$ cat src/rtl/pattern_scan_ctrl_if.sv
// Word-wide valid/ready channel between a producer and pattern_scan_ctrl.
// The producer drives the master side and the controller drives in_ready.
interface pattern_scan_ctrl_if #(
  parameter int DATA_W = 8
);
  logic              in_valid;
  logic [DATA_W-1:0] in_data;
  logic              in_last;
  logic              in_ready;

  modport master (output in_valid, output in_data, output in_last, input in_ready);
  modport slave  (input in_valid, input in_data, input in_last, output in_ready);
endinterface

$ cat src/rtl/pattern_scan_ctrl.sv
// Serialises accepted words MSB-first and scans the bit stream for a programmable
// 2..PAT_MAX-bit pattern, counting matches per job and pulsing done at job end.
module pattern_scan_ctrl #(
  parameter int DATA_W  = 8,
  parameter int PAT_MAX = 8,
  parameter int LEN_W   = 4,
  parameter int CNT_W   = 8
) (
  input  logic                clk,
  input  logic                reset_n,
  input  logic [PAT_MAX-1:0]  cfg_pattern,
  input  logic [LEN_W-1:0]    cfg_len,
  input  logic                cfg_overlap,
  input  logic                start,
  pattern_scan_ctrl_if.slave  in_if,
  output logic                busy,
  output logic                match_pulse,
  output logic [CNT_W-1:0]    match_count,
  output logic                done,
  output logic                err_cfg
);

  localparam int IDX_W = (DATA_W > 1) ? $clog2(DATA_W) : 1;
  localparam logic [LEN_W-1:0] PAT_MAX_L = LEN_W'(PAT_MAX);
  localparam logic [LEN_W-1:0] LEN_MIN_L = LEN_W'(2);

  typedef enum logic [1:0] {IDLE, WAIT, SHIFT, DONE} state_t;

  state_t              state_q;
  logic [PAT_MAX-1:0]  pat_q;
  logic [LEN_W-1:0]    len_q;
  logic                ovl_q;
  logic [DATA_W-1:0]   data_q;
  logic                last_q;
  logic [IDX_W-1:0]    idx_q;
  logic [PAT_MAX-1:0]  hist_q;
  logic [LEN_W-1:0]    fill_q;
  logic [CNT_W-1:0]    count_q;
  logic                match_q;
  logic                done_q;
  logic                err_q;

  logic [PAT_MAX-1:0]  hist_d;
  logic [LEN_W-1:0]    fill_d;
  logic [PAT_MAX-1:0]  len_mask;
  logic                hit;
  logic                cfg_ok;

  // Next detector history/fill for the bit being shifted in, and whether it completes a match.
  always_comb begin
    hist_d   = {hist_q[PAT_MAX-2:0], data_q[idx_q]};
    fill_d   = (fill_q >= PAT_MAX_L) ? PAT_MAX_L : fill_q + 1'b1;
    len_mask = '0;
    for (int i = 0; i < PAT_MAX; i++) begin
      if (LEN_W'(i) < len_q) len_mask[i] = 1'b1;
    end
    hit    = (fill_d >= len_q) && ((hist_d & len_mask) == (pat_q & len_mask));
    cfg_ok = (cfg_len >= LEN_MIN_L) && (cfg_len <= PAT_MAX_L);
  end

  always_ff @(posedge clk or negedge reset_n) begin
    if (!reset_n) begin
      state_q <= IDLE;
      pat_q   <= '0;
      len_q   <= '0;
      ovl_q   <= 1'b0;
      data_q  <= '0;
      last_q  <= 1'b0;
      idx_q   <= '0;
      hist_q  <= '0;
      fill_q  <= '0;
      count_q <= '0;
      match_q <= 1'b0;
      done_q  <= 1'b0;
      err_q   <= 1'b0;
    end else begin
      match_q <= 1'b0;
      done_q  <= 1'b0;
      err_q   <= 1'b0;
      case (state_q)
        IDLE: begin
          if (start) begin
            if (cfg_ok) begin
              pat_q   <= cfg_pattern;
              len_q   <= cfg_len;
              ovl_q   <= cfg_overlap;
              count_q <= '0;
              hist_q  <= '0;
              fill_q  <= '0;
              state_q <= WAIT;
            end else begin
              err_q <= 1'b1;
            end
          end
        end
        WAIT: begin
          if (in_if.in_valid) begin
            data_q  <= in_if.in_data;
            last_q  <= in_if.in_last;
            idx_q   <= IDX_W'(DATA_W - 1);
            state_q <= SHIFT;
          end
        end
        SHIFT: begin
          // Non-overlapping mode forgets the history length so the next match needs fresh bits.
          hist_q <= hist_d;
          fill_q <= (hit && !ovl_q) ? '0 : fill_d;
          if (hit) begin
            match_q <= 1'b1;
            if (!(&count_q)) count_q <= count_q + 1'b1;
          end
          if (idx_q == '0) begin
            state_q <= last_q ? DONE : WAIT;
          end else begin
            idx_q <= idx_q - 1'b1;
          end
        end
        DONE: begin
          done_q  <= 1'b1;
          state_q <= IDLE;
        end
        default: state_q <= IDLE;
      endcase
    end
  end

  assign in_if.in_ready = (state_q == WAIT);
  assign busy           = (state_q != IDLE);
  assign match_pulse    = match_q;
  assign match_count    = count_q;
  assign done           = done_q;
  assign err_cfg        = err_q;

endmodule
$ cat src/flat_wrapper.sv
// flat-port wrapper written by rule: the top's interface ports become plain ports
module pattern_scan_ctrl_flat 
#(
  parameter int DATA_W  = 8,
  parameter int PAT_MAX = 8,
  parameter int LEN_W   = 4,
  parameter int CNT_W   = 8
)
  (clk, reset_n, cfg_pattern, cfg_len, cfg_overlap, start, busy, match_pulse, match_count, done, err_cfg, in_if_in_valid, in_if_in_data, in_if_in_last, in_if_in_ready);
  pattern_scan_ctrl_if #(.DATA_W(DATA_W)) in_if_i ();
  input  logic clk;
  input  logic reset_n;
  input  logic [PAT_MAX-1:0] cfg_pattern;
  input  logic [LEN_W-1:0] cfg_len;
  input  logic cfg_overlap;
  input  logic start;
  output logic busy;
  output logic match_pulse;
  output logic [CNT_W-1:0] match_count;
  output logic done;
  output logic err_cfg;
  input wire logic [$bits(in_if_i.in_valid)-1:0] in_if_in_valid;
  input wire logic [$bits(in_if_i.in_data)-1:0] in_if_in_data;
  input wire logic [$bits(in_if_i.in_last)-1:0] in_if_in_last;
  output wire logic [$bits(in_if_i.in_ready)-1:0] in_if_in_ready;
  assign in_if_i.in_valid = in_if_in_valid;
  assign in_if_i.in_data = in_if_in_data;
  assign in_if_i.in_last = in_if_in_last;
  assign in_if_in_ready = in_if_i.in_ready;
  pattern_scan_ctrl #(.DATA_W(DATA_W), .PAT_MAX(PAT_MAX), .LEN_W(LEN_W), .CNT_W(CNT_W)) u_core (.clk(clk), .reset_n(reset_n), .cfg_pattern(cfg_pattern), .cfg_len(cfg_len), .cfg_overlap(cfg_overlap), .start(start), .in_if(in_if_i), .busy(busy), .match_pulse(match_pulse), .match_count(match_count), .done(done), .err_cfg(err_cfg));
endmodule
$ cat config.mk
export PLATFORM = sky130hd
export DESIGN_NAME = pattern_scan_ctrl_flat
export DESIGN_NICKNAME = d
export VERILOG_FILES = /design/src/rtl/pattern_scan_ctrl_if.sv /design/src/rtl/pattern_scan_ctrl.sv /design/src/flat_wrapper.sv
export SDC_FILE = /design/constraint.sdc
export NUM_CORES = 1
export LEC_CHECK = 0
export ABC_AREA = 1
export CAP_MARGIN = 0
export CORE_MARGIN = 2
export CORE_UTILIZATION = 58
export CTS_CLUSTER_SIZE = 10
export DETAILED_ROUTE_END_ITERATION = 16
export PLACE_DENSITY = 0.85
export SLEW_MARGIN = 15
export SYNTH_ARGS = -nofsm -noshare
export SYNTH_HDL_FRONTEND = slang
export SYNTH_SLANG_ARGS = --single-unit
$ cat constraint.sdc
create_clock -name clk -period 6.3 [get_ports clk]
set_input_delay 0.63 -clock clk [delete_from_list [all_inputs] [get_ports clk]]
set_output_delay 0.63 -clock clk [all_outputs]
set_load 0.05 [all_outputs]
==> results.ini <==
[placed_design]
preCtsSetupSlack_ns=3.534
dpl.hpwl_um=3797
dpl_cell_area_um2=3053
finalWeightedCongestion=0.8013
io_buffers=38
place_inst=407

[sta]
setup_viol=0
timing_hold_violations_final=0
setup_slack_ns=3.780
rsz0062_at_grt=no
fmax_ghz=0.3968
timing.final.max_slew_violations=0
finalSetupTns_ns=0
finClkSkew_ns=0.003198
min_period_ns=2.520
maxSlewHeadroom_pct=47.57
worst_pin_slew_ns=0.7843
final.period_utilization_pct=40.00

[clock_tree]
clkTransAtPathRegs_ns=0.09
clock_tree.htree_level_count=2
cts-root-buf=clkbuf_8
cts_sinks=49
cts.path.max_buffers=2
postCtsSetupBuffers=0
clk_latency_ns=0.30
cts_resized=0
hold_buffers=0
cts_tree=built
cts_buffers=5

[power_and_ir_drop]
p_per_area_nw_per_um2=432.8
p_leak_uw=0.001541
ir_drop_mv=0.3930

[final_layout]
final_util_pct=71.95
layout.nets=397
drive_gt1_share_pct=10.74
diodes=0
finalInstanceArea_um2=3154
final_cells=415
area_delta_synth_final_pct=19.37

[global_route]
grt_pass1_wl_um=9190
gr-total-overflow=0
grt_pass1_vias=2190
antenna_found_initial=0
grt_max_degree=50
grt_use_total_pct=22.56

[worst_setup_path]
start_kind=flip-flop
arrival_ns=1.89
path_cells=nor2_1, inv_2, clkdlybuf4s50_1
end_kind=output pin
cp_max_fo=5
crit_slowest_cell=clkdlybuf4s50_1
critPathMaxStageDelay_ns=0.81
critical_path_class=reg -> out
required_ns=5.67

[synth]
async_flop_share_pct=100.0
yosysSeqAreaShare_pct=46.40
netlist_top_cells_area=dfrtp_1 (46%), nand2_1 (11%), inv_1 (6.0%)
synth_edf_count=0
synth_top_area_cell=dfrtp_1
synth_top_cell_area_share_pct=46.40
synth-main-ff-cell=dfrtp_1
yosys_warnings=0
synth.distinct_cells=38
synth_common_cells=nand2_1 (75), dfrtp_1 (49), inv_1 (42)
post_synth_inst_count=322
synthesis.area_per_instance_um2=8.207
ys_seq_elements=49
synth.most_common_cell=nand2_1
syn_nets=357
netlist_area_um2=2643

[detailed_routing]
antenna_left=0
drc_errors=0
drtPass1Iterations=5
totalWireLength_um=5322
wire_per_inst_um=12.82
vias=2198
drt_iter0_markers=121
vias_per_cell=5.296

[floorplanning]
chipWidth_um=71.50
start_util_pct=60.27
die-area_um2=5112
die_y_um=71.50
rows=24
io-pin-count=39
coreArea_um2=4384

[job]
max-cap-violations=0

[outcome]
status=completed

[worst_hold_path]
min_path_type=in -> async

==> sequential cells by signal, summed over array words and instances, names as in the netlist <==
name,count
u_core.match_pulse,1
u_core.hist_q,7
u_core.match_count,8
u_core.last_q,1
u_core.err_cfg,1
u_core.len_q,4
u_core.done,1
u_core.pat_q,8
u_core.fill_q,4
u_core.state_q,2
u_core.data_q,8
u_core.idx_q,3
u_core.ovl_q,1
==> layer usage <==
metal  part of all wire (%)  track usage [%]
met2                     49            38.48
met5                      0                0
met4                    1.6            7.966
met3                    5.3            5.626
met1                     44            27.89
==> critical path, delay by kind of cell (launching register included) <==
family	cells	cell delay, ns
flip-flops	1	0.52
AND/OR/NAND/NOR	1	0.13
buffers and inverters	2	0.93
==> final timing paths <==
path,start,end,slack [ns],cells after the start
max,u_core.state_q[0],busy,3.78,3
min,reset_n,u_core.pat_q[3],0.41,2
max reg2reg,u_core.fill_q[0],u_core.match_count[3],4.08,13
min reg2reg,u_core.data_q[4],u_core.data_q[4],0.49,2
max in group asynchronous,reset_n,u_core.idx_q[2],5.49,2
min in group clk,u_core.data_q[4],u_core.data_q[4],0.49,2
==> cell type report <==
cell class / instances / area, µm²
Multi-Input combinational cell: 218 / 1195
Clock inverter: 1 / 5.005
Clock buffer: 7 / 96.34
Sequential cell: 49 / 1226
Timing Repair Buffer: 39 / 382.9
Fill cell: 329 / 1230
Inverter: 49 / 183.9
Tap cell: 52 / 65.06
==> power breakdown <==
part	total [µW]	leakage, µW	internal, µW	switching [µW]
clock	201	0.0000542	99.3	102
sequential	518	0.000616	429	89.5
combinational	646	0.000871	235	411
total	1370	0.00154	763	602
==> cells by family (layout without fill, tap and decap cells) <==
logic type	after synthesis	after routing	synth area share (%)
and+or+nand+nor	157	157	27.75
buffers and inverters	55	96	8.381
DFF	49	49	46.40
AOI/OAI and AO/OA	42	42	9.328
adders and majority gates	9	9	4.261
muxes	6	6	2.557
xor gates and xnor gates	4	4	1.326
==> through the flow <==
stage	power [µW]	hold WS [ns]
2_1_floorplan	1010	0.3344
3_3_place_gp	1140	0.4563
3_5_place_dp	1167	0.4664
4_1_cts	1374	0.4398
5_1_grt	1480	0.4684
6_report	1365	0.4144
==> placed cells by master (no fill, tap or decap), types with 2 or more instances in the layout <==
cell type / count
nand2_2: 3
inv_1: 42
nor2_1: 34
o22ai_1: 6
a21oi_1: 14
clkdlybuf4s50_1: 37
mux2_2: 6
nor2_2: 4
xor2_1: 2
nor3_1: 2
nand2_1: 75
nand3_1: 21
ha_1: 9
clkbuf_8: 7
xnor2_1: 2
o21ai_0: 15
nand4_1: 8
dfrtp_1: 49
inv_2: 7
Power figures use the tool's default switching activity.
